### src/rtl/cp_s1_write_ram_if.sv
// Sample stream input and RAM port-A write bus of the stage-1 RAM writer.
// master: stream source / RAM side; slave: the writer.
interface cp_s1_write_ram_if #(
    parameter int SAMPLE_WIDTH    = 32,
    parameter int WRITE_RAM_WIDTH = 128
);
    logic [SAMPLE_WIDTH-1:0]    i_data;
    logic                       i_data_valid;
    logic                       i_data_last;
    logic                       o_ready;
    logic [WRITE_RAM_WIDTH-1:0] o_m1_wr_data;
    logic [31:0]                o_m1_wr_addr;
    logic                       o_m1_wr_en;
    logic                       o_m1_wr_wea;

    modport master (
        output i_data, i_data_valid, i_data_last,
        input  o_ready, o_m1_wr_data, o_m1_wr_addr,
        input  o_m1_wr_en, o_m1_wr_wea
    );

    modport slave (
        input  i_data, i_data_valid, i_data_last,
        output o_ready, o_m1_wr_data, o_m1_wr_addr,
        output o_m1_wr_en, o_m1_wr_wea
    );
endinterface

### src/rtl/cp_s1_write_ram.sv
// Packs a valid/ready sample stream into RAM words and writes them
// along a wrapping address sequence, one frame per start.
module cp_s1_write_ram #(
    parameter int WRITE_RAM_WIDTH = 128,
    parameter int SAMPLE_WIDTH    = 32,
    parameter int DATA_NUM        = 1024,
    parameter int INIT_ADDR       = 0,
    parameter int ADD_ADDR        = 1,
    parameter int END_ADDR        = 1024
) (
    input  logic             clk_200m,
    input  logic             rst_n,
    input  logic             i_start,
    cp_s1_write_ram_if.slave s,
    output logic             o_busy,
    output logic             o_done,
    output logic             o_short
);
    localparam int LANES = WRITE_RAM_WIDTH / SAMPLE_WIDTH;
    localparam int LCW   = (LANES > 1) ? $clog2(LANES) : 1;
    localparam int WCW   = $clog2(DATA_NUM) + 1;

    localparam logic [1:0] IDLE = 2'd0;
    localparam logic [1:0] FILL = 2'd1;
    localparam logic [1:0] DONE = 2'd2;

    logic [1:0]                 state;
    logic [1:0]                 state_nxt;
    logic [LCW-1:0]             lane_cnt;
    logic [WCW-1:0]             word_cnt;
    logic [31:0]                addr;
    logic [31:0]                addr_nxt;
    logic [32:0]                addr_sum;
    logic [WRITE_RAM_WIDTH-1:0] pack;
    logic [WRITE_RAM_WIDTH-1:0] word;
    logic                       accept;
    logic                       close;
    logic                       last_word;
    logic                       finish;

    assign accept    = (state == FILL) && s.i_data_valid && s.o_ready;
    assign last_word = (word_cnt == WCW'(DATA_NUM - 1));
    assign close     = accept &&
                       (s.i_data_last || lane_cnt == LCW'(LANES - 1));
    assign finish    = close && (last_word || s.i_data_last);

    // pack only ever holds lanes below lane_cnt, so upper lanes stay zero
    always_comb begin
        word = pack;
        for (int k = 0; k < LANES; k++) begin
            if (lane_cnt == LCW'(k)) begin
                word[k*SAMPLE_WIDTH +: SAMPLE_WIDTH] = s.i_data;
            end
        end
    end

    always_comb begin
        addr_sum = {1'b0, addr} + 33'(ADD_ADDR);
        addr_nxt = (addr_sum >= 33'(END_ADDR)) ?
                   32'(INIT_ADDR) : addr_sum[31:0];
    end

    always_comb begin
        state_nxt = state;
        unique case (state)
            IDLE:    if (i_start) state_nxt = FILL;
            FILL:    if (finish) state_nxt = DONE;
            default: state_nxt = IDLE;
        endcase
    end

    always_ff @(posedge clk_200m or negedge rst_n) begin
        if (!rst_n) begin
            state          <= IDLE;
            lane_cnt       <= '0;
            word_cnt       <= '0;
            addr           <= 32'(INIT_ADDR);
            pack           <= '0;
            s.o_ready      <= 1'b0;
            s.o_m1_wr_en   <= 1'b0;
            s.o_m1_wr_wea  <= 1'b0;
            s.o_m1_wr_addr <= '0;
            s.o_m1_wr_data <= '0;
            o_busy         <= 1'b0;
            o_done         <= 1'b0;
            o_short        <= 1'b0;
        end else begin
            state         <= state_nxt;
            s.o_ready     <= (state_nxt == FILL);
            o_busy        <= (state_nxt != IDLE);
            s.o_m1_wr_en  <= close;
            s.o_m1_wr_wea <= close;
            o_done        <= finish;
            o_short       <= finish && !last_word;
            if (state == IDLE && i_start) begin
                lane_cnt <= '0;
                word_cnt <= '0;
                addr     <= 32'(INIT_ADDR);
                pack     <= '0;
            end else if (close) begin
                lane_cnt       <= '0;
                pack           <= '0;
                word_cnt       <= word_cnt + 1'b1;
                addr           <= addr_nxt;
                s.o_m1_wr_data <= word;
                s.o_m1_wr_addr <= addr;
            end else if (accept) begin
                lane_cnt <= lane_cnt + 1'b1;
                pack     <= word;
            end
        end
    end
endmodule

### src/flat_wrapper.sv
// flat-port wrapper written by rule: the top's interface ports become plain ports
module cp_s1_write_ram_flat 
#(
    parameter int WRITE_RAM_WIDTH = 128,
    parameter int SAMPLE_WIDTH    = 32,
    parameter int DATA_NUM        = 1024,
    parameter int INIT_ADDR       = 0,
    parameter int ADD_ADDR        = 1,
    parameter int END_ADDR        = 1024
)
  (clk_200m, rst_n, i_start, o_busy, o_done, o_short, s_i_data, s_i_data_valid, s_i_data_last, s_o_ready, s_o_m1_wr_data, s_o_m1_wr_addr, s_o_m1_wr_en, s_o_m1_wr_wea);
  cp_s1_write_ram_if #(.SAMPLE_WIDTH(SAMPLE_WIDTH), .WRITE_RAM_WIDTH(WRITE_RAM_WIDTH)) s_i ();
  input  logic clk_200m;
  input  logic rst_n;
  input  logic i_start;
  output logic o_busy;
  output logic o_done;
  output logic o_short;
  input wire logic [$bits(s_i.i_data)-1:0] s_i_data;
  input wire logic [$bits(s_i.i_data_valid)-1:0] s_i_data_valid;
  input wire logic [$bits(s_i.i_data_last)-1:0] s_i_data_last;
  output wire logic [$bits(s_i.o_ready)-1:0] s_o_ready;
  output wire logic [$bits(s_i.o_m1_wr_data)-1:0] s_o_m1_wr_data;
  output wire logic [$bits(s_i.o_m1_wr_addr)-1:0] s_o_m1_wr_addr;
  output wire logic [$bits(s_i.o_m1_wr_en)-1:0] s_o_m1_wr_en;
  output wire logic [$bits(s_i.o_m1_wr_wea)-1:0] s_o_m1_wr_wea;
  assign s_i.i_data = s_i_data;
  assign s_i.i_data_valid = s_i_data_valid;
  assign s_i.i_data_last = s_i_data_last;
  assign s_o_ready = s_i.o_ready;
  assign s_o_m1_wr_data = s_i.o_m1_wr_data;
  assign s_o_m1_wr_addr = s_i.o_m1_wr_addr;
  assign s_o_m1_wr_en = s_i.o_m1_wr_en;
  assign s_o_m1_wr_wea = s_i.o_m1_wr_wea;
  cp_s1_write_ram #(.WRITE_RAM_WIDTH(WRITE_RAM_WIDTH), .SAMPLE_WIDTH(SAMPLE_WIDTH), .DATA_NUM(DATA_NUM), .INIT_ADDR(INIT_ADDR), .ADD_ADDR(ADD_ADDR), .END_ADDR(END_ADDR)) u_core (.clk_200m(clk_200m), .rst_n(rst_n), .i_start(i_start), .s(s_i), .o_busy(o_busy), .o_done(o_done), .o_short(o_short));
endmodule
### config.mk
export PLATFORM = sky130hd
export DESIGN_NAME = cp_s1_write_ram_flat
export DESIGN_NICKNAME = d
export VERILOG_FILES = /design/src/rtl/cp_s1_write_ram_if.sv /design/src/rtl/cp_s1_write_ram.sv /design/src/flat_wrapper.sv
export SDC_FILE = /design/constraint.sdc
export NUM_CORES = 1
export LEC_CHECK = 0
export ABC_CLOCK_PERIOD_IN_PS = 3000
export BUFFER_PORTS_ARGS = -buffer_cell sky130_fd_sc_hd__buf_2
export CORE_UTILIZATION = 33
export CTS_CLUSTER_DIAMETER = 100
export CTS_CLUSTER_SIZE = 25
export DETAILED_ROUTE_END_ITERATION = 8
export PLACE_DENSITY = 0.62
export SYNTH_ARGS = -nofsm -noshare
export SYNTH_HDL_FRONTEND = slang
export SYNTH_SLANG_ARGS = --single-unit
### constraint.sdc
create_clock -name clk_200m -period 3 [get_ports clk_200m]
set_clock_uncertainty 0.15 [all_clocks]
set_input_delay 0.3 -clock clk_200m [delete_from_list [all_inputs] [get_ports clk_200m]]
set_output_delay 0.3 -clock clk_200m [all_outputs]
set_load 0.01 [all_outputs]
==> impl_metrics.csv <==
group,metric,value,unit
timing,slew_violations,0,
layout,antenna_cells,0,
logic_synthesis,yosysTopAreaCellShare,59.96,%
logic_synthesis,yosysSeqAreaShare,59.96,%
run,max-cap-violations,0,
cts,cts_tree,"yes",
critical_path,crit_fanout,17,
cts,clock_path_buffers,3,
global_routing,grt_usage,17.23,%
cts,htreeDepth,1,
floorplan,num_rows,75,
critical_path,worst_ep_arrival_time,3070,ps
logic_synthesis,ys.flop_type,"dfrtp_1",
layout,seq_area,8508,um^2
detailed_routing,drtPass1Iterations,5,
logic_synthesis,synth_commonest_cells,"dfrtp_1 (340), nand2_1 (244), o21ai_0 (144)",
power_and_ir_drop,power.density,842.2,nW/um^2
floorplan,core_area,42130,um^2
detailed_routing,drt_iter0_drc,751,
critical_path,worst_setup_path_start_kind,"flip-flop",
layout,nFillCells,4088,
placed_design,gp_congestion,0.8430,
detailed_routing,ant_nets,0,
logic_synthesis,synth-edff-count,0,
floorplan,initial_core_util,33.67,%
layout,fin_nets,1521,
global_routing,grt_pass1_vias,10570,
cts,root_buffer,"clkbuf_16",
critical_path,cp.required,3290,ps
detailed_routing,wl_per_cell,18.79,um
global_routing,grt_pass1_wl,60380,um
timing,fmax,0.3597,GHz
worst_hold_path,worst_hold_path_type,"in2reg",
cts,clkLatencyLatePin,550,ps
timing,rsz0062_at_grt,"no",
global_routing,grt_antenna_before_repair,0,
power_and_ir_drop,vdd_ir_drop_max,407.9,uV
critical_path,critPathCaptureType,"flip-flop",
floorplan,io_pins,203,
logic_synthesis,synth.most_common_cell,"dfrtp_1",
global_routing,gr-total-overflow,0,
timing,tightest_slew,1440,ps
floorplan,die_w,209.4,um
logic_synthesis,syn_nets,1326,
critical_path,critPathKind,"reg2reg",
logic_synthesis,ys_warn_count,0,
placed_design,placed_cell_area,15880,um^2
detailed_routing,vias,10380,
power_and_ir_drop,power.total,14.08,mW
detailed_routing,drt_wl_total,37940,um
timing,finalSetupTns,0,ps
detailed_routing,viasPerCell,5.142,
detailed_routing,drc,0,
cts,cts_buffers,18,
timing,relSlewSlack,4.011,%
logic_synthesis,yosysTopAreaCell,"dfrtp_1",
cts,clk_pin_slew,100,ps
critical_path,crit_family,"compound AO/OA/AOI/OAI gates",
timing,period_needed,2780,ps
layout,postLayoutCoreUtil,39.69,%
logic_synthesis,async_reset_ff_share,100.0,%
floorplan,die_h,209.4,um
layout,drive_gt1_share,19.26,%
placed_design,dp_hpwl,23720,um
logic_synthesis,syn_area_per_cell,11.07,um^2
logic_synthesis,synth_seq_cells,340,
layout,syn_to_final_growth,17.85,%
critical_path,slowest_stage,"dfrtp_1",
layout,final_area,16720,um^2
critical_path,cpMostUsedCell,"buf_4",
layout,fin_cells,2019,
floorplan,dieArea,43830,um^2
timing,finalHoldViolations,0,
critical_path,crit_chain,"ha_1 -> nand3_1 -> nor3_4 -> buf_4 -> a211o_1 -> a222oi_1 -> o211a_1 -> and4b_1 -> buf_4 -> a21oi_1 -> a31oi_1",
power_and_ir_drop,total_leakage_power,8.350,nW
layout,multi_input_comb_area,5303,um^2
timing,finalSetupViolations,0,
placed_design,placedCellCount,1963,
logic_synthesis,ys_types,59,
logic_synthesis,syn_area,14190,um^2
critical_path,max_stage_delay,390,ps
logic_synthesis,synthCells,1282,
outcome,outcome,"complete, no violations",
critical_path,crit_buf_inv,2,
placed_design,portBuffers,202,
cts,clock-sinks,340,
global_routing,grt_max_degree,312,
timing,layout_worst_path_cycle_share,92.66,%
logic_synthesis,yosys-top-cells-area,"dfrtp_1 (60%), mux2i_1 (9.1%), nand2_1 (6.5%)",
[kinds of logic after synthesis]
family,count (synthesis),synth area share (%)
AO/OA/AOI/OAI,280,13.02
XOR/XNOR,11,0.6790
adder cells (fa/ha/maj),7,0.6173
buffers and inverters,103,3.042
flip-flops,340,59.96
multiplexers,130,9.180
AND/OR/NAND/NOR,411,13.50
[layout make-up]
class | instances | share of cell area (%)
clock buffers | 18 | 2.694
clock inverters | 5 | 0.3442
inverters | 9 | 0.2020
multi-input cells | 839 | 31.71
flip-flops and latches | 340 | 50.88
well taps | 539 | 4.033
repair buffers | 269 | 10.13
[what timing repair did]
| item | 4_1_cts | 5_1_grt |
|---|---|---|
| hold endpoints to repair | 199 | 0 |
| buffers inserted | 0 | 0 |
| setup endpoints to repair | 0 | 10 |
| hold buffers | 33 | 0 |
| gates resized for setup | 0 | 1 |
[final timing paths]
path                                                        from                                    end  slack [ps]  cells after the start
setup reg to reg                      u_core.addr[0]$_DFFE_PN0P_             u_core.addr[8]$_DFFE_PN0P_         220                     11
setup / recovery                      u_core.addr[0]$_DFFE_PN0P_             u_core.addr[8]$_DFFE_PN0P_         220                     11
max in group asynchronous                                  rst_n            u_core.pack[41]$_DFFE_PN0P_        1690                      3
hold / removal                                      s_i_data[31]            u_core.pack[31]$_DFFE_PN0P_           9                      2
hold reg to reg            u_core.s.o_m1_wr_addr[13]$_DFFE_PN0P_  u_core.s.o_m1_wr_addr[13]$_DFFE_PN0P_         330                      2
min in group asynchronous                                  rst_n   u_core.s.o_m1_wr_addr[1]$_DFFE_PN0P_         180                      2
[report_power, final]
part | leakage (nW) | total (mW) | internal (mW) | switching, mW
Combinational | 3.55 | 4.82 | 2.01 | 2.80
Sequential | 4.55 | 6.57 | 5.83 | 0.738
Clock | 0.247 | 2.69 | 1.13 | 1.57
Total | 8.35 | 14.1 | 8.97 | 5.11
[layout by cell type (no fill, tap or decap), types with 8 or more instances in the layout]
cell             n
nand2_1        244
mux2i_1        129
clkbuf_16       18
and3_1          55
buf_4           27
nor4_1          11
buf_2          201
inv_1            8
nand4_1          9
o21ai_0        144
nor2_1          40
a21oi_1         13
dfrtp_1        340
dlygate4sd3_1   33
a22o_1          96
nand3_1         14
[flip-flops by register name, summed over array words and instances (netlist names)]
register               cells
u_core.pack              128
u_core.s.o_m1_wr_data    128
u_core.addr               32
u_core.s.o_m1_wr_addr     32
u_core.word_cnt           11
u_core.lane_cnt            2
u_core.state               2
u_core.o_busy              1
u_core.o_done              1
u_core.o_short             1
u_core.s.o_m1_wr_en        1
u_core.s.o_ready           1
[routing by layer]
metal  track usage, %  up-vias  routed length (um)
li1                 -     4876                   -
met1            24.34     5232               18200
met2            27.97      238               17470
met3            1.975       36                1575
met4            4.792        0                 691
met5                0        -                   0
[through the flow]
stage,worst slack [ps],hold WS [ps]
global placement,164.3,175.9
CTS,62.85,0.8132
floorplan,519.6,-145.6
global route,24.81,1.846
finish,220.3,8.942
detailed placement,75.77,183.1
[worst reg2reg max path, stage by stage (launching register included)]
cell and delay [ps]:
dfrtp_1 390, ha_1 230, nand3_1 160, nor3_4 50, buf_4 160, a211o_1 300, a222oi_1 320, o211a_1 200
and4b_1 210, buf_4 230, a21oi_1 100, a31oi_1 170
Note: power is estimated with default switching activity, not from simulation.
